## src/rtl/cnn_pkg.sv

```systemverilog
// cnn_pkg
//   Shared constants and types for the CNN layer datapath.
//   P1_* : pooling-1 output map geometry; C2_* : conv-2 kernel/window geometry.
//   p1_rd_state_t : phases of the P1 window reader.
//   p1_rd_tag_t   : per-read tag carried alongside memory latency.
package cnn_pkg;

  localparam int unsigned P1_MAP_W     = 12;
  localparam int unsigned C2_KERNEL    = 5;
  localparam int unsigned C2_OUT_W     = 8;
  localparam int unsigned P1_MEM_DEPTH = 144;

  // Field widths of the read-side tag (fixed by the conv-2 MAC interface).
  localparam int unsigned KC_W  = 3;
  localparam int unsigned WIN_W = 3;
  localparam int unsigned TAP_W = 5;

  typedef enum logic [1:0] {
    IDLE,
    READ,
    DRAIN,
    DONE
  } p1_rd_state_t;

  typedef struct packed {
    logic             valid;
    logic [TAP_W-1:0] tap;
    logic [WIN_W-1:0] win_row;
    logic [WIN_W-1:0] win_col;
  } p1_rd_tag_t;

endpackage

```

## src/rtl/p1_window_reader_if.sv

```systemverilog
// p1_window_reader_if
//   Control/read bus of the P1 window reader.
//   start, stall              : from the sequencer / conv-2 layer into the reader
//   rd_en, addr               : read request to the P1 output memory
//   rd_valid, tap, win_row,
//   win_col, tap_last         : tag of the data currently returned by memory
//   busy, done                : scan status
//   master = reader side, slave = consumer side.
interface p1_window_reader_if #(
  parameter int unsigned ADDR_W = 8
) ();
  import cnn_pkg::*;

  logic              start;
  logic              stall;
  logic              rd_en;
  logic [ADDR_W-1:0] addr;
  logic              rd_valid;
  logic [TAP_W-1:0]  tap;
  logic [WIN_W-1:0]  win_row;
  logic [WIN_W-1:0]  win_col;
  logic              tap_last;
  logic              busy;
  logic              done;

  modport master (
    input  start, stall,
    output rd_en, addr, rd_valid, tap, win_row, win_col, tap_last, busy, done
  );

  modport slave (
    output start, stall,
    input  rd_en, addr, rd_valid, tap, win_row, win_col, tap_last, busy, done
  );

endinterface

```

## src/rtl/p1_window_reader_scan.sv

```systemverilog
// win_scan_counter
//   Four-level nested wrap counter walking conv-2 windows in raster order:
//   kc (innermost) -> kr -> wc -> wr (outermost).
//   clk, reset : clock, synchronous active-high reset
//   clear      : zero all levels (start of a scan)
//   en         : advance one position
//   kc,kr,wc,wr: current position
//   kc_wrap    : kc at its last value
//   kr_wrap    : kc and kr at their last values (window complete)
//   wc_wrap    : window complete and last column of windows
//   last       : final position of the whole scan
module win_scan_counter
  import cnn_pkg::*;
#(
  parameter int unsigned KERNEL = C2_KERNEL,
  parameter int unsigned OUT_W  = C2_OUT_W
) (
  input  logic             clk,
  input  logic             reset,
  input  logic             clear,
  input  logic             en,
  output logic [KC_W-1:0]  kc,
  output logic [KC_W-1:0]  kr,
  output logic [WIN_W-1:0] wc,
  output logic [WIN_W-1:0] wr,
  output logic             kc_wrap,
  output logic             kr_wrap,
  output logic             wc_wrap,
  output logic             last
);

  localparam logic [KC_W-1:0]  K_MAX = KC_W'(KERNEL - 1);
  localparam logic [WIN_W-1:0] W_MAX = WIN_W'(OUT_W - 1);

  logic [KC_W-1:0]  kc_q, kc_d, kr_q, kr_d;
  logic [WIN_W-1:0] wc_q, wc_d, wr_q, wr_d;

  always_comb begin
    kc_wrap = (kc_q == K_MAX);
    kr_wrap = kc_wrap && (kr_q == K_MAX);
    wc_wrap = kr_wrap && (wc_q == W_MAX);
    last    = wc_wrap && (wr_q == W_MAX);
  end

  always_comb begin
    kc_d = kc_q;
    kr_d = kr_q;
    wc_d = wc_q;
    wr_d = wr_q;
    if (clear) begin
      kc_d = '0;
      kr_d = '0;
      wc_d = '0;
      wr_d = '0;
    end else if (en) begin
      kc_d = kc_wrap ? '0 : kc_q + 1'b1;
      if (kc_wrap) kr_d = kr_wrap ? '0 : kr_q + 1'b1;
      if (kr_wrap) wc_d = wc_wrap ? '0 : wc_q + 1'b1;
      if (wc_wrap) wr_d = last    ? '0 : wr_q + 1'b1;
    end
  end

  always_ff @(posedge clk) begin
    if (reset) begin
      kc_q <= '0;
      kr_q <= '0;
      wc_q <= '0;
      wr_q <= '0;
    end else begin
      kc_q <= kc_d;
      kr_q <= kr_d;
      wc_q <= wc_d;
      wr_q <= wr_d;
    end
  end

  assign kc = kc_q;
  assign kr = kr_q;
  assign wc = wc_q;
  assign wr = wr_q;

endmodule

```

## src/rtl/p1_window_reader.sv

```systemverilog
// p1_window_reader
//   Read-side address generator for the pooling-1 output memory. Walks every
//   KERNEL x KERNEL conv-2 window of the MAP_W x MAP_W map in raster order,
//   one read per cycle, and tags returned data for the conv-2 MAC.
//   clk   : clock
//   reset : synchronous active-high reset
//   bus   : p1_window_reader_if master (start/stall in; read request,
//           returned-data tag and busy/done out)
module p1_window_reader
  import cnn_pkg::*;
#(
  parameter int unsigned MAP_W      = P1_MAP_W,
  parameter int unsigned KERNEL     = C2_KERNEL,
  parameter int unsigned BASE_ADDR  = 0,
  parameter int unsigned ADDR_W     = 8,
  parameter int unsigned RD_LATENCY = 1
) (
  input  logic                 clk,
  input  logic                 reset,
  p1_window_reader_if.master   bus
);

  localparam int unsigned      OUT_W    = MAP_W - KERNEL + 1;
  localparam int unsigned      DRAIN_W  = (RD_LATENCY > 1) ? $clog2(RD_LATENCY) : 1;
  localparam logic [ADDR_W-1:0] BASE    = ADDR_W'(BASE_ADDR);
  localparam logic [ADDR_W-1:0] ROW_STEP = ADDR_W'(MAP_W);
  localparam logic [ADDR_W-1:0] KR_STEP  = ADDR_W'(MAP_W - KERNEL + 1);
  localparam logic [TAP_W-1:0]  TAP_LAST = TAP_W'(KERNEL * KERNEL - 1);

  p1_rd_state_t state_q, state_d;
  logic [DRAIN_W-1:0] drain_q, drain_d;

  // addr_q: current read; row_base_q: kernel-row start in this window;
  // win_base_q: window origin; win_row_base_q: origin of window column 0.
  logic [ADDR_W-1:0] addr_q, addr_d;
  logic [ADDR_W-1:0] row_base_q, row_base_d;
  logic [ADDR_W-1:0] win_base_q, win_base_d;
  logic [ADDR_W-1:0] win_row_base_q, win_row_base_d;

  logic rd_en, start_ok;
  logic [KC_W-1:0]  kc, kr;
  logic [WIN_W-1:0] wc, wr;
  logic kc_wrap, kr_wrap, wc_wrap, scan_last;

  p1_rd_tag_t tag_in, tag_out;
  p1_rd_tag_t pipe_q [RD_LATENCY];
  p1_rd_tag_t pipe_d [RD_LATENCY];

  win_scan_counter #(
    .KERNEL (KERNEL),
    .OUT_W  (OUT_W)
  ) u_scan (
    .clk     (clk),
    .reset   (reset),
    .clear   (start_ok),
    .en      (rd_en),
    .kc      (kc),
    .kr      (kr),
    .wc      (wc),
    .wr      (wr),
    .kc_wrap (kc_wrap),
    .kr_wrap (kr_wrap),
    .wc_wrap (wc_wrap),
    .last    (scan_last)
  );

  always_comb begin
    rd_en    = (state_q == READ) && !bus.stall;
    start_ok = bus.start && ((state_q == IDLE) || (state_q == DONE));
  end

  always_comb begin
    state_d = state_q;
    drain_d = drain_q;
    unique case (state_q)
      IDLE:  if (start_ok) state_d = READ;
      READ: begin
        if (rd_en && scan_last) begin
          state_d = DRAIN;
          drain_d = '0;
        end
      end
      DRAIN: begin
        if (drain_q == DRAIN_W'(RD_LATENCY - 1)) state_d = DONE;
        else drain_d = drain_q + 1'b1;
      end
      DONE:  if (start_ok) state_d = READ;
      default: state_d = IDLE;
    endcase
  end

  // Incremental address walk: each wrap level reloads all inner bases from
  // the next outer base, so no (row*MAP_W) product is ever formed.
  always_comb begin
    addr_d         = addr_q;
    row_base_d     = row_base_q;
    win_base_d     = win_base_q;
    win_row_base_d = win_row_base_q;
    if (start_ok) begin
      addr_d         = BASE;
      row_base_d     = BASE;
      win_base_d     = BASE;
      win_row_base_d = BASE;
    end else if (rd_en && !scan_last) begin
      if (!kc_wrap) begin
        addr_d = addr_q + 1'b1;
      end else if (!kr_wrap) begin
        addr_d     = addr_q + KR_STEP;
        row_base_d = row_base_q + ROW_STEP;
      end else if (!wc_wrap) begin
        addr_d     = win_base_q + 1'b1;
        row_base_d = win_base_q + 1'b1;
        win_base_d = win_base_q + 1'b1;
      end else begin
        addr_d         = win_row_base_q + ROW_STEP;
        row_base_d     = win_row_base_q + ROW_STEP;
        win_base_d     = win_row_base_q + ROW_STEP;
        win_row_base_d = win_row_base_q + ROW_STEP;
      end
    end
  end

  // Tag pipe never stalls: issued reads always emerge RD_LATENCY later.
  always_comb begin
    tag_in = '0;
    if (rd_en) begin
      tag_in.valid   = 1'b1;
      tag_in.tap     = TAP_W'(kr) * TAP_W'(KERNEL) + TAP_W'(kc);
      tag_in.win_row = wr;
      tag_in.win_col = wc;
    end
    pipe_d[0] = tag_in;
    for (int unsigned i = 1; i < RD_LATENCY; i++) pipe_d[i] = pipe_q[i-1];
    tag_out = pipe_q[RD_LATENCY-1];
  end

  always_ff @(posedge clk) begin
    if (reset) begin
      state_q        <= IDLE;
      drain_q        <= '0;
      addr_q         <= BASE;
      row_base_q     <= BASE;
      win_base_q     <= BASE;
      win_row_base_q <= BASE;
      for (int unsigned i = 0; i < RD_LATENCY; i++) pipe_q[i] <= '0;
    end else begin
      state_q        <= state_d;
      drain_q        <= drain_d;
      addr_q         <= addr_d;
      row_base_q     <= row_base_d;
      win_base_q     <= win_base_d;
      win_row_base_q <= win_row_base_d;
      for (int unsigned i = 0; i < RD_LATENCY; i++) pipe_q[i] <= pipe_d[i];
    end
  end

  always_comb begin
    bus.rd_en    = rd_en;
    bus.addr     = addr_q;
    bus.rd_valid = tag_out.valid;
    bus.tap      = tag_out.tap;
    bus.win_row  = tag_out.win_row;
    bus.win_col  = tag_out.win_col;
    bus.tap_last = tag_out.valid && (tag_out.tap == TAP_LAST);
    bus.busy     = (state_q == READ) || (state_q == DRAIN);
    bus.done     = (state_q == DONE);
  end

endmodule
```

## src/flat_wrapper.sv

```systemverilog
// flat-port wrapper written by rule: the top's interface ports become plain ports
module p1_window_reader_flat import cnn_pkg::*;
#(
  parameter int unsigned MAP_W      = P1_MAP_W,
  parameter int unsigned KERNEL     = C2_KERNEL,
  parameter int unsigned BASE_ADDR  = 0,
  parameter int unsigned ADDR_W     = 8,
  parameter int unsigned RD_LATENCY = 1
)
  (clk, reset, bus_start, bus_stall, bus_rd_en, bus_addr, bus_rd_valid, bus_tap, bus_win_row, bus_win_col, bus_tap_last, bus_busy, bus_done);
  p1_window_reader_if #(.ADDR_W(ADDR_W)) bus_i ();
  input  logic clk;
  input  logic reset;
  input wire logic [$bits(bus_i.start)-1:0] bus_start;
  input wire logic [$bits(bus_i.stall)-1:0] bus_stall;
  output wire logic [$bits(bus_i.rd_en)-1:0] bus_rd_en;
  output wire logic [$bits(bus_i.addr)-1:0] bus_addr;
  output wire logic [$bits(bus_i.rd_valid)-1:0] bus_rd_valid;
  output wire logic [$bits(bus_i.tap)-1:0] bus_tap;
  output wire logic [$bits(bus_i.win_row)-1:0] bus_win_row;
  output wire logic [$bits(bus_i.win_col)-1:0] bus_win_col;
  output wire logic [$bits(bus_i.tap_last)-1:0] bus_tap_last;
  output wire logic [$bits(bus_i.busy)-1:0] bus_busy;
  output wire logic [$bits(bus_i.done)-1:0] bus_done;
  assign bus_i.start = bus_start;
  assign bus_i.stall = bus_stall;
  assign bus_rd_en = bus_i.rd_en;
  assign bus_addr = bus_i.addr;
  assign bus_rd_valid = bus_i.rd_valid;
  assign bus_tap = bus_i.tap;
  assign bus_win_row = bus_i.win_row;
  assign bus_win_col = bus_i.win_col;
  assign bus_tap_last = bus_i.tap_last;
  assign bus_busy = bus_i.busy;
  assign bus_done = bus_i.done;
  p1_window_reader #(.MAP_W(MAP_W), .KERNEL(KERNEL), .BASE_ADDR(BASE_ADDR), .ADDR_W(ADDR_W), .RD_LATENCY(RD_LATENCY)) u_core (.clk(clk), .reset(reset), .bus(bus_i));
endmodule
```

## config.mk

```make
export PLATFORM = sky130hd
export DESIGN_NAME = p1_window_reader_flat
export DESIGN_NICKNAME = d
export VERILOG_FILES = /design/src/rtl/cnn_pkg.sv /design/src/rtl/p1_window_reader_if.sv /design/src/rtl/p1_window_reader_scan.sv /design/src/rtl/p1_window_reader.sv /design/src/flat_wrapper.sv
export SDC_FILE = /design/constraint.sdc
export NUM_CORES = 1
export LEC_CHECK = 0
export ABC_CLOCK_PERIOD_IN_PS = 3600
export BUFFER_PORTS_ARGS = -buffer_cell sky130_fd_sc_hd__buf_2
export CORE_ASPECT_RATIO = 0.75
export CORE_UTILIZATION = 40
export CTS_BUF_LIST = sky130_fd_sc_hd__clkbuf_8
export DETAILED_ROUTE_END_ITERATION = 8
export HOLD_SLACK_MARGIN = 0.06
export PLACE_DENSITY = 0.66
export SETUP_SLACK_MARGIN = 0.4
export SYNTH_ARGS = -nofsm -noshare
export SYNTH_HDL_FRONTEND = slang
export SYNTH_SLANG_ARGS = --single-unit
```

## constraint.sdc

```tcl
create_clock -name clk -period 3.6 [get_ports clk]
set_input_delay 0.72 -clock clk [delete_from_list [all_inputs] [get_ports clk]]
set_output_delay 0.72 -clock clk [all_outputs]
set_load 0.02 [all_outputs]
```

# ---- Word level (Yosys, flattened, before mapping)
# Memory sizes are Yosys's and may differ from the RTL's.
# Cells that the tools add are included.
dict set report word_totals {
  ff_bits 39
  ramBits 12
  in_bits 4
  output_inout_bits 24
  elab_cells 76
  mem_count 1
}
dict set report op_classes {
  add_sub_neg 10
  n_mul 1
  n_eq_ne 11
  n_mux 20
  n_reduce_logical 24
}
# memory words width rd rd_ports_with_merged_regs wr line
set memory_table {}
lappend memory_table {u_core.pipe_q 1 12 1 0 1 p1_window_reader.sv:46} ;# p1_rd_tag_t pipe_q [RD_LATENCY];
# cell n
set ops {}
lappend ops {{$mux 12} 2}
lappend ops {{$mux 8} 3}
lappend ops {{$add 8x1->8 const B} 2}
lappend ops {{$add 8x4->8 const B} 2}
lappend ops {{$add 3x1->3 const B} 4}
lappend ops {{$eq 3x3->1 const B} 4}
lappend ops {{$mux 3} 4}
lappend ops {{$reduce_or 12->1} 1}
lappend ops {{$logic_and 1x1->1} 8}
lappend ops {{$reduce_and 2->1} 4}
lappend ops {{$mux 1} 6}
lappend ops {{$mux 2} 3}
lappend ops {{$pmux 2 s3} 1}
lappend ops {{$reduce_and 3->1} 2}
lappend ops {{$add 5x3->5} 1}
lappend ops {{$eq 5x5->1 const B} 1}
lappend ops {{$mul 3x3->5 const B} 1}
lappend ops {{$eq 2x2->1 const B} 2}
lappend ops {{$ne 2x2->1 const B} 2}
lappend ops {{$reduce_and 4->1} 1}
lappend ops {{$reduce_or 2->1} 2}
lappend ops {{$eq 2x1->1 const B} 1}
lappend ops {{$logic_not 1->1} 2}
lappend ops {{$logic_not 2->1} 1}
lappend ops {{other kinds (5)} 6}

# ---- Logic depth before layout (Yosys ltp)
# Gate-level depths: netlist of the first run.
dict set report depth {
  word_depth 7
  ltp_mapped 10
}

# ---- Hierarchy
# A second synthesis of the first run with hierarchy kept.
dict set report unflattened {
  cells_unflattened 299
  hier_area_um2 2533.7
}
# mod n_inst cells_per_inst area_per_inst_um2 seq_area_each_um2
set modules_own_cells {}
lappend modules_own_cells {p1_window_reader 1 224 1898.1 720.7}
lappend modules_own_cells {win_scan_counter 1 75 635.6 240.2}

# ---- Worst setup path after synthesis of the first run
# No wires, ideal clock.
dict set report synth_path {
  kind {input to output}
  startpoint {input bus_stall}
  endpoint {output bus_rd_en}
  arrival_ps 1418
  required_ps 2880
  path_slack_ps 1462
  cell_stages 4
  path_buffers 2
  path_cell_list {nand2b_1 buf_2 inv_1 clkbuf_1}
}
dict set report synth_via {
  elab_chain_len 2
}
# item line
set synth_lines {}
lappend synth_lines {{start: declaration} flat_wrapper.sv:15} ;# input wire logic [$bits(bus_i.stall)-1:0] bus_stall;
lappend synth_lines {{$logic_not 1->1} p1_window_reader.sv:68} ;# rd_en = (state_q == READ) && !bus.stall;
lappend synth_lines {{$logic_and 1x1->1} p1_window_reader.sv:68}
lappend synth_lines {{end: declaration} flat_wrapper.sv:16} ;# output wire logic [$bits(bus_i.rd_en)-1:0] bus_rd_en;
# No other way between the ends.

# ---- Final worst setup path of the first run
dict set report layout_path {
  startpoint {register u_core.state_q[1]}
  endpoint {output bus_rd_en}
}
dict set report layout_via {
  elab_chain_len 2
}
# item line
set layout_lines {}
lappend layout_lines {{start: declaration} p1_window_reader.sv:30} ;# p1_rd_state_t state_q, state_d;
lappend layout_lines {{start signal: assignment} p1_window_reader.sv:147} ;# state_q <= state_d;
lappend layout_lines {{$eq 2x1->1} p1_window_reader.sv:68}
lappend layout_lines {{$logic_and 1x1->1} p1_window_reader.sv:68}
# No other way between the ends.

==> impl_metrics.env, run 1 <==
export IMPL_numCtsBuffers=5
export IMPL_syn_to_final_growth_pct=11.8
export IMPL_insertedDiodeCount=0
export IMPL_final_common_cell="dfxtp_1"
export IMPL_vias=2201
export IMPL_postCtsHoldBufs=0
export IMPL_hold_viol=0
export IMPL_critical_path_class="flip-flop to output port"
export IMPL_nets=353
export IMPL_fp_dieArea_um2=6700
export IMPL_run_status="complete, no violations"
export IMPL_ys_async_sr_fraction_pct=0
export IMPL_fin_tns_setup_ns=0
export IMPL_worst_pin_slew_ns=0.890
export IMPL_totalWireLength_um=5700
export IMPL_maxSlewHeadroom_pct=40.7
export IMPL_core_um2=5980
export IMPL_vias_per_cell=5.43
export IMPL_htreeDepth=2
export IMPL_dp_hpwl_um=4170
export IMPL_ys_warn_count=0
export IMPL_finalMaxSlewViolations=0
export IMPL_antenna_found_initial=0
export IMPL_routabilityCongestion=0.896
export IMPL_wl_per_cell_um=14.1
export IMPL_crit_arrival_ns=1.85
export IMPL_ir_drop_v=0.000189
export IMPL_fin_crit_sh_pct=71.5
export IMPL_grt_max_degree=26
export IMPL_power_leakage_nw=1.19
export IMPL_seq_area_frac_synth_pct=37.7
export IMPL_ys_ff_latch=48
export IMPL_p_total_mw=1.15
export IMPL_finalClockSkew_ns=0.00690
export IMPL_clkTransAtPathRegs_ns=0.09
export IMPL_syn_nets=328
export IMPL_syn_area_um2=2550
export IMPL_cts_buffer_depth=2
export IMPL_synthFlopType="dfxtp_1"
export IMPL_crit_path_start_kind="flip-flop"
export IMPL_finalSetupViolations=0
export IMPL_start_util_pct=42.6
export IMPL_gr_usage_met1_pct=27.8
export IMPL_ant_nets=0
export IMPL_clk_latency_ns=0.31
export IMPL_drive_gt1_share_pct=13.8
export IMPL_cts_tree="yes"
export IMPL_maxCapViolCount=0
export IMPL_syn_inst=301
export IMPL_rsz0062_at_grt="false"
export IMPL_p_per_area_nw_per_um2=403
export IMPL_io_pins=28
export IMPL_first_iter_violations=162
export IMPL_track_usage_pct=18.1
export IMPL_grt_overflow=0
export IMPL_globalRoute_busiestLayer="met1"
export IMPL_portBuffers=27
export IMPL_num_rows=24
export IMPL_synthDistinctLibCells=47
export IMPL_fp_dieW_um=94.2
export IMPL_crit_path_max_fanout=12
export IMPL_synth_enable_flop_cells=0
export IMPL_cp_end_kind="output port"
export IMPL_die_y_um=71.1
export IMPL_clock_fmax_mhz=389
export IMPL_final_cell_mix="dfxtp_1 (48), nor2_1 (34), buf_2 (27)"
export IMPL_cts_repair_resized=0
export IMPL_cts_post_setup_buffers_inserted=0
export IMPL_drc=0
export IMPL_first_pass_iters=4
export IMPL_grt_pass1_wl_um=9450
export IMPL_syn_avg_cell_area_um2=8.46
export IMPL_clock_sinks=48
export IMPL_cp_required_ns=2.88
export IMPL_groute_layer_met2_usage_pct=24.5
export IMPL_hp_class="flip-flop to flip-flop"
export IMPL_layout_min_cycle_time_ns=2.57
export IMPL_clock_root_buffer="clkbuf_8"
export IMPL_fin_util_pct=47.7
export IMPL_grt_pass1_vias=1912
export IMPL_grt_use_met3_pct=4.19
-- final cells by class --
cell class | count | area [um^2]
inverters | 11 | 41.3
multi-input cells | 230 | 1490
clock buffers | 6 | 82.6
well taps | 78 | 97.6
repair buffers | 30 | 158
fillers | 592 | 3130
flip-flops and latches | 48 | 961
clock inverters | 2 | 15.0
-- cell usage after synthesis, types with 2 or more instances --
cell,n,area [um^2]
nand4_1,2,12.5
a21o_1,3,22.5
ha_1,22,275
nor3_1,14,70.1
and2_1,11,68.8
clkbuf_1,7,26.3
a31o_2,2,17.5
nand2_1,22,82.6
inv_1,11,41.3
and3_1,6,37.5
o21ai_0,24,120
dfxtp_1,48,961
nor3b_1,2,15.0
a31oi_1,4,25.0
nor2_1,34,128
a21oi_1,23,115
buf_2,2,10.0
xnor2_1,10,87.6
xor2_1,8,70.1
a22oi_1,3,22.5
or4_1,2,15.0
nand3_1,9,45.0
nand3b_1,3,22.5
nand2b_1,2,12.5
a211oi_1,5,37.5
-- metrics by stage --
step / cells / worst slack, ns / hold slack [ns] / instance area (um^2)
finish: 405 / 1.03 / 0.486 / 2850
global route: 405 / 0.863 / 0.516 / 2850
detailed placement: 397 / 1.02 / 0.471 / 2750
global placement: 397 / 1.12 / 0.472 / 2750
CTS: 405 / 1.05 / 0.486 / 2850
floorplan: 301 / 1.46 / 0.448 / 2550
-- logic make-up after synthesis --
group           synth area share [%]
flops                           37.7
buf+inv                         3.68
mux                            0.393
simple gates                    22.6
fa+ha+maj                       11.6
xor+xnor                        6.19
compound gates                  17.8
-- state kept, by name, indices dropped and copies added, names as in the netlist --
register	flops
u_core.bus.addr	8
u_core.win_base_q	8
u_core.u_scan.wr	3
u_core.u_scan.kr	3
u_core.state_q	2
u_core.win_row_base_q	6
u_core.u_scan.kc	3
u_core.u_scan.wc	3
u_core.pipe_q	12
-- routing by layer --
layer  up-vias  part of all wire [%]
met5         -                     0
met4         0                   1.0
met3         6                   5.9
met2        58                    40
met1      1017                    53
li1       1120                     -
-- critical path, cell delays in order, from the launching register on --
cell and delay (ns):
dfxtp_1 0.36, inv_1 0.05, ha_1 0.21, nand2b_1 0.38, inv_1 0.31, buf_2 0.24
-- final timing paths --
check	from	end	slack (ns)	cells past startpoint
worst max-delay path	u_core.state_q[1]	bus_rd_en	1.03	5
worst min-delay path	u_core.win_base_q[7]	u_core.win_base_q[7]	0.49	2
worst max register to register	u_core.u_scan.kc[0]	u_core.bus.addr[7]	1.14	7
worst min register to register	u_core.win_base_q[7]	u_core.win_base_q[7]	0.49	2
-- power breakdown --
part | internal (mW) | switching (mW)
Combinational | 0.0766 | 0.160
Sequential | 0.551 | 0.0190
Clock | 0.156 | 0.186
(Power assumes the default switching activity.)
==> inputs of run 2 (changes only) <==
--- a/config.mk
+++ b/config.mk
@@ -5,7 +5,7 @@
 export SDC_FILE = /design/constraint.sdc
 export NUM_CORES = 1
 export LEC_CHECK = 0
-export ABC_CLOCK_PERIOD_IN_PS = 3600
+export ABC_CLOCK_PERIOD_IN_PS = 2650
 export BUFFER_PORTS_ARGS = -buffer_cell sky130_fd_sc_hd__buf_2
 export CORE_ASPECT_RATIO = 0.75
 export CORE_UTILIZATION = 40
==> constraint.sdc (replaced) <==
create_clock -name clk -period 2.65 [get_ports clk]
set_input_delay 0.53 -clock clk [delete_from_list [all_inputs] [get_ports clk]]
set_output_delay 0.53 -clock clk [all_outputs]
set_load 0.02 [all_outputs]
==> run 2 against run 1 <==
Clock power grew 61%; clock skew grew 0.0029 ns; routed wire length is essentially flat; critical endpoint unchanged.
==> impl_metrics.env, run 2 (synthesis gave the netlist of run 1 again) <==
export IMPL_grt_max_degree=17
export IMPL_drive_gt1_share_pct=15.7
export IMPL_met1Wirelength_um=2980
export IMPL_vias=2221
export IMPL_crit_arrival_ns=1.59
export IMPL_first_iter_violations=103
export IMPL_finalMaxSlewViolations=0
export IMPL_core_um2=5980
export IMPL_largest_reg_flops=12
export IMPL_placed_area_um2=2770
export IMPL_worst_pin_slew_ns=0.603
export IMPL_crit_path_max_fanout=10
export IMPL_wl_met2_um=2260
export IMPL_track_usage_pct=18.4
export IMPL_clkTransAtPathRegs_ns=0.10
export IMPL_final_common_cell="dfxtp_1"
export IMPL_numCtsBuffers=5
export IMPL_critical_path_class="flip-flop to output port"
export IMPL_antenna_found_initial=0
export IMPL_maxSlewHeadroom_pct=59.4
export IMPL_dp_hpwl_um=4250
export IMPL_rsz0062_at_grt="false"
export IMPL_grt_pass1_wl_um=9730
export IMPL_run_status="complete, no violations"
export IMPL_clock_fmax_mhz=472
export IMPL_finalClockSkew_ns=0.00980
export IMPL_die_y_um=71.1
export IMPL_first_pass_iters=5
export IMPL_nets=357
export IMPL_hp_class="flip-flop to flip-flop"
export IMPL_fp_dieArea_um2=6700
export IMPL_grt_pass1_vias=2074
export IMPL_met3_length_um=390
export IMPL_htreeDepth=2
export IMPL_hold_viol=0
export IMPL_stdcell_count=409
export IMPL_clk_latency_ns=0.31
export IMPL_totalWireLength_um=5710
export IMPL_crit_path_start_kind="flip-flop"
export IMPL_final_cell_mix="dfxtp_1 (48), nor2_1 (34), buf_2 (27)"
export IMPL_fin_tns_setup_ns=0
export IMPL_maxCapViolCount=0
export IMPL_start_util_pct=42.6
export IMPL_syn_to_final_growth_pct=14.0
export IMPL_routabilityCongestion=0.866
export IMPL_io_pins=28
export IMPL_worst_hold_slack_ns=0.477
export IMPL_clock_sinks=48
export IMPL_grt_overflow=0
export IMPL_nFillCells=593
export IMPL_cts_buffer_depth=2
export IMPL_largest_register="u_core.pipe_q"
export IMPL_fin_crit_sh_pct=79.9
export IMPL_drc=0
export IMPL_portBuffers=27
export IMPL_cp_required_ns=2.12
export IMPL_p_per_area_nw_per_um2=573
export IMPL_fp_dieW_um=94.2
export IMPL_vias_per_cell=5.43
export IMPL_top_layer="met4"
export IMPL_insertedDiodeCount=0
export IMPL_num_rows=24
export IMPL_finalSetupViolations=0
export IMPL_power_leakage_nw=1.22
export IMPL_clock_root_buffer="clkbuf_8"
export IMPL_postCtsHoldBufs=0
export IMPL_ant_nets=0
export IMPL_ir_drop_v=0.000324
export IMPL_multi_input_area_um2=1500
export IMPL_final_cell_area_um2=2900
export IMPL_dp_cells=400
export IMPL_wl_per_cell_um=14.0
export IMPL_cp_end_kind="output port"
export IMPL_layout_min_cycle_time_ns=2.12
export IMPL_final_seq_area_um2=961
export IMPL_cts_tree="yes"
-- run 2: layout make-up --
type / count / area share (%)
multi-input cells: 230 / 51.6
flip-flops and latches: 48 / 33.1
repair buffers: 34 / 6.46
well taps: 78 / 3.36
clock buffers: 5 / 2.37
clock inverters: 3 / 1.59
inverters: 11 / 1.55
-- run 2: metal layers --
layer  up-vias  GRT usage (%)
met3         9           4.09
met4         0           6.32
met1       999           27.3
li1       1125              -
met5         -              0
met2        88           25.8
-- run 2: path summary, 6_finish.rpt --
| check | slack, ns | to | cells after the start | start |
|---|---|---|---|---|
| worst max-delay path | 0.53 | bus_rd_en | 5 | u_core.state_q[1] |
| worst min-delay path | 0.48 | u_core.win_base_q[7] | 2 | u_core.win_base_q[7] |
| worst min register to register | 0.48 | u_core.win_base_q[7] | 2 | u_core.win_base_q[7] |
| worst max register to register | 0.54 | u_core.win_row_base_q[7] | 5 | u_core.u_scan.wr[0] |
-- run 2: critical path, cell delays in order (launching register included) --
cell and delay (ns):
dfxtp_1 0.36, inv_1 0.05, ha_1 0.22, nand2b_2 0.23, clkinvlp_4 0.22, buf_2 0.20
-- run 2: timing repair --
item,4_1_cts,5_1_grt
setup buffers,0,1
resized for setup,1,2
endpoints found under the setup margin,1,7
-- run 2: stage by stage --
step                      total power, mW  util (%)  setup WS, ns
after floorplan                      1.02         -         0.716
after global placement               1.11      46.4         0.429
after detailed placement             1.12      46.4         0.427
after CTS                            1.67      48.4         0.497
after global routing                 1.76      48.6         0.391
final                                1.66      48.6         0.531
-- run 2: power by group --
part           switching [mW]  total, mW  internal [mW]  leakage, nW
registers              0.0259      0.774          0.748        0.387
logic                   0.225      0.341          0.116        0.777
clock network           0.265      0.549          0.285       0.0548
==> inputs of run 3 (changes only) <==
--- a/config.mk
+++ b/config.mk
@@ -5,7 +5,8 @@
 export SDC_FILE = /design/constraint.sdc
 export NUM_CORES = 1
 export LEC_CHECK = 0
-export ABC_CLOCK_PERIOD_IN_PS = 2650
+export ABC_AREA = 1
+export ABC_CLOCK_PERIOD_IN_PS = 2180
 export BUFFER_PORTS_ARGS = -buffer_cell sky130_fd_sc_hd__buf_2
 export CORE_ASPECT_RATIO = 0.75
 export CORE_UTILIZATION = 40
==> constraint.sdc (replaced) <==
create_clock -name clk -period 2.18 [get_ports clk]
set_input_delay 0.436 -clock clk [delete_from_list [all_inputs] [get_ports clk]]
set_output_delay 0.436 -clock clk [all_outputs]
set_load 0.02 [all_outputs]
==> run 3 against run 2 <==
Critical path depth grew 2; flip-flop and latch count did not move; sequential share of layout area decreased by 1.6 points; synthesized cell count rose by 24%; register-to-register slack lost 0.07 ns; count of clock-buffer cells in the layout increased by 1; first-iteration DRC count rose by 68%; routed wire length down 2.7%; largest cell class unchanged; largest power group unchanged; highest routed layer unchanged.
==> impl_metrics.env, run 3 <==
export IMPL_run_status="complete, no violations"
export IMPL_routabilityCongestion=0.847
export IMPL_insertedDiodeCount=0
export IMPL_syn_to_final_growth_pct=15.4
export IMPL_totalWireLength_um=5560
export IMPL_synthDistinctLibCells=30
export IMPL_clk_latency_ns=0.31
export IMPL_grt_pass1_vias=2054
export IMPL_core_um2=6380
export IMPL_cts_buffer_depth=2
export IMPL_clock_sinks=48
export IMPL_fin_crit_sh_pct=78.6
export IMPL_final_common_cell="nand2_1"
export IMPL_ys_warn_count=0
export IMPL_seq_area_frac_synth_pct=36.0
export IMPL_layout_min_cycle_time_ns=1.71
export IMPL_first_iter_violations=173
export IMPL_yosysMostFrequentCell="nand2_1"
export IMPL_synth_common_cells="nand2_1 (87), inv_1 (53), dfxtp_1 (48)"
export IMPL_vias_per_cell=4.79
export IMPL_cts_tree="yes"
export IMPL_synth_enable_flop_cells=0
export IMPL_die_y_um=72.7
export IMPL_synthFlopType="dfxtp_1"
export IMPL_cp_required_ns=2.43
export IMPL_nets=433
export IMPL_largest_register="u_core.pipe_q"
export IMPL_drc=0
export IMPL_ant_nets=0
export IMPL_worst_pin_slew_ns=0.427
export IMPL_first_pass_iters=4
export IMPL_fp_dieW_um=96.3
export IMPL_wl_per_cell_um=11.4
export IMPL_p_per_area_nw_per_um2=668
export IMPL_largest_reg_flops=12
export IMPL_finalSetupViolations=0
export IMPL_ir_drop_v=0.000595
export IMPL_crit_path_max_fanout=5
export IMPL_num_rows=25
export IMPL_start_util_pct=41.8
export IMPL_syn_area_um2=2670
export IMPL_grt_pass1_wl_um=9470
export IMPL_drive_gt1_share_pct=17.9
export IMPL_maxCapViolCount=0
export IMPL_io_pins=28
export IMPL_final_cell_mix="nand2_1 (87), inv_1 (51), dfxtp_1 (44)"
export IMPL_clock_root_buffer="clkbuf_8"
export IMPL_crit_path_start_kind="flip-flop"
export IMPL_vias=2337
export IMPL_yosys_area_top_type="dfxtp_1"
export IMPL_clkTransAtPathRegs_ns=0.09
export IMPL_antenna_found_initial=0
export IMPL_portBuffers=27
export IMPL_postCtsHoldBufs=0
export IMPL_cp_end_kind="flip-flop"
export IMPL_hold_viol=0
export IMPL_rsz0062_at_grt="true"
export IMPL_syn_inst=372
export IMPL_fp_dieArea_um2=7000
export IMPL_power_leakage_nw=1.43
export IMPL_htreeDepth=2
export IMPL_crit_arrival_ns=1.97
export IMPL_synth_top_area_share_pct=36.0
export IMPL_dp_hpwl_um=4210
export IMPL_grt_overflow=0
export IMPL_grt_max_degree=20
export IMPL_fin_tns_setup_ns=0
export IMPL_hp_class="input port to flip-flop"
export IMPL_ys_async_sr_fraction_pct=0
export IMPL_p_total_mw=2.06
export IMPL_syn_nets=399
export IMPL_syn_avg_cell_area_um2=7.17
export IMPL_finalClockSkew_ns=0.00810
export IMPL_finalMaxSlewViolations=0
export IMPL_synthTopCellsByArea="dfxtp_1 (36%), nand2_1 (12%), ha_1 (10%)"
export IMPL_ys_ff_latch=48
export IMPL_track_usage_pct=17.6
export IMPL_critical_path_class="flip-flop to flip-flop"
export IMPL_numCtsBuffers=5
export IMPL_clock_fmax_mhz=583
export IMPL_maxSlewHeadroom_pct=71.5
-- run 3: cell count changes in the layout (fill, tap and decap cells not counted), sizes merged, moves of 12 or more --
cell	before	now
nor3	14	1
nand3	9	32
inv	11	58
and2	12	0
nand2	22	95
-- run 3: path summary, 6_finish.rpt --
| kind | endpoint | slack (ns) | start | cells past startpoint |
|---|---|---|---|---|
| worst max-delay path | u_core.pipe_q[0][10] | 0.47 | u_core.u_scan.kr[2] | 7 |
| worst min-delay path | u_core.state_q[0] | 0.34 | reset | 2 |
| worst max register to register | u_core.pipe_q[0][10] | 0.47 | u_core.u_scan.kr[2] | 7 |
| worst min register to register | u_core.pipe_q[0][4] | 0.46 | u_core.u_scan.wr[1] | 2 |
-- run 3: final cells by class --
| cell class | instances | area (um^2) |
|---|---|---|
| clock buffer | 6 | 82.6 |
| inverter | 58 | 225 |
| clock inverter | 2 | 15.0 |
| multi-input combinational | 260 | 1500 |
| fill | 665 | 3300 |
| sequential | 48 | 968 |
| timing repair buffer | 33 | 183 |
| tap | 81 | 101 |
-- run 3: critical path, stage by stage (launching register included) --
cell and delay [ns]:
dfxtp_4 0.37, ha_1 0.18, ha_1 0.33, ha_4 0.26
a21oi_1 0.14, nand2_1 0.11, a21oi_2 0.13, o21a_1 0.13
-- run 3: repair_timing --
action / 4_1_cts / 5_1_grt
resized for setup: 2 / 17
buffers inserted: 0 / 5
setup endpoints to repair: 8 / 30
pin swaps: 0 / 4
-- run 3: cell families (layout without fill, tap and decap cells) --
kind of cell | count (synthesis) | after routing | synth area share [%]
adders and majority gates | 23 | 23 | 11.1
buffers and inverters | 64 | 99 | 9.90
AOI/OAI and AO/OA | 60 | 60 | 12.1
DFF | 48 | 48 | 36.0
and+or+nand+nor | 171 | 171 | 29.0
xor gates and xnor gates | 6 | 6 | 1.97
-- run 3: layer usage --
layer | wire length, um | global-route usage (%)
met5 | 0 | 0
met4 | 69 | 5.47
met3 | 234 | 3.75
met2 | 2200 | 24.5
met1 | 3050 | 26.6
-- run 3: through the flow --
stage	hold slack (ns)	worst slack, ns	instances	utilization (%)	area [um^2]
3_3_place_gp	0.438	0.413	475	44.9	2870
5_1_grt	0.352	0.356	488	48.2	3080
3_5_place_dp	0.443	0.331	475	44.9	2870
4_1_cts	0.331	0.370	483	46.5	2970
2_1_floorplan	0.425	0.454	372	-	2670
6_report	0.341	0.466	488	48.2	3080
-- run 3: power by group --
part	internal, mW	switching (mW)
sequential	0.924	0.0446
combinational	0.177	0.343
clock	0.257	0.311
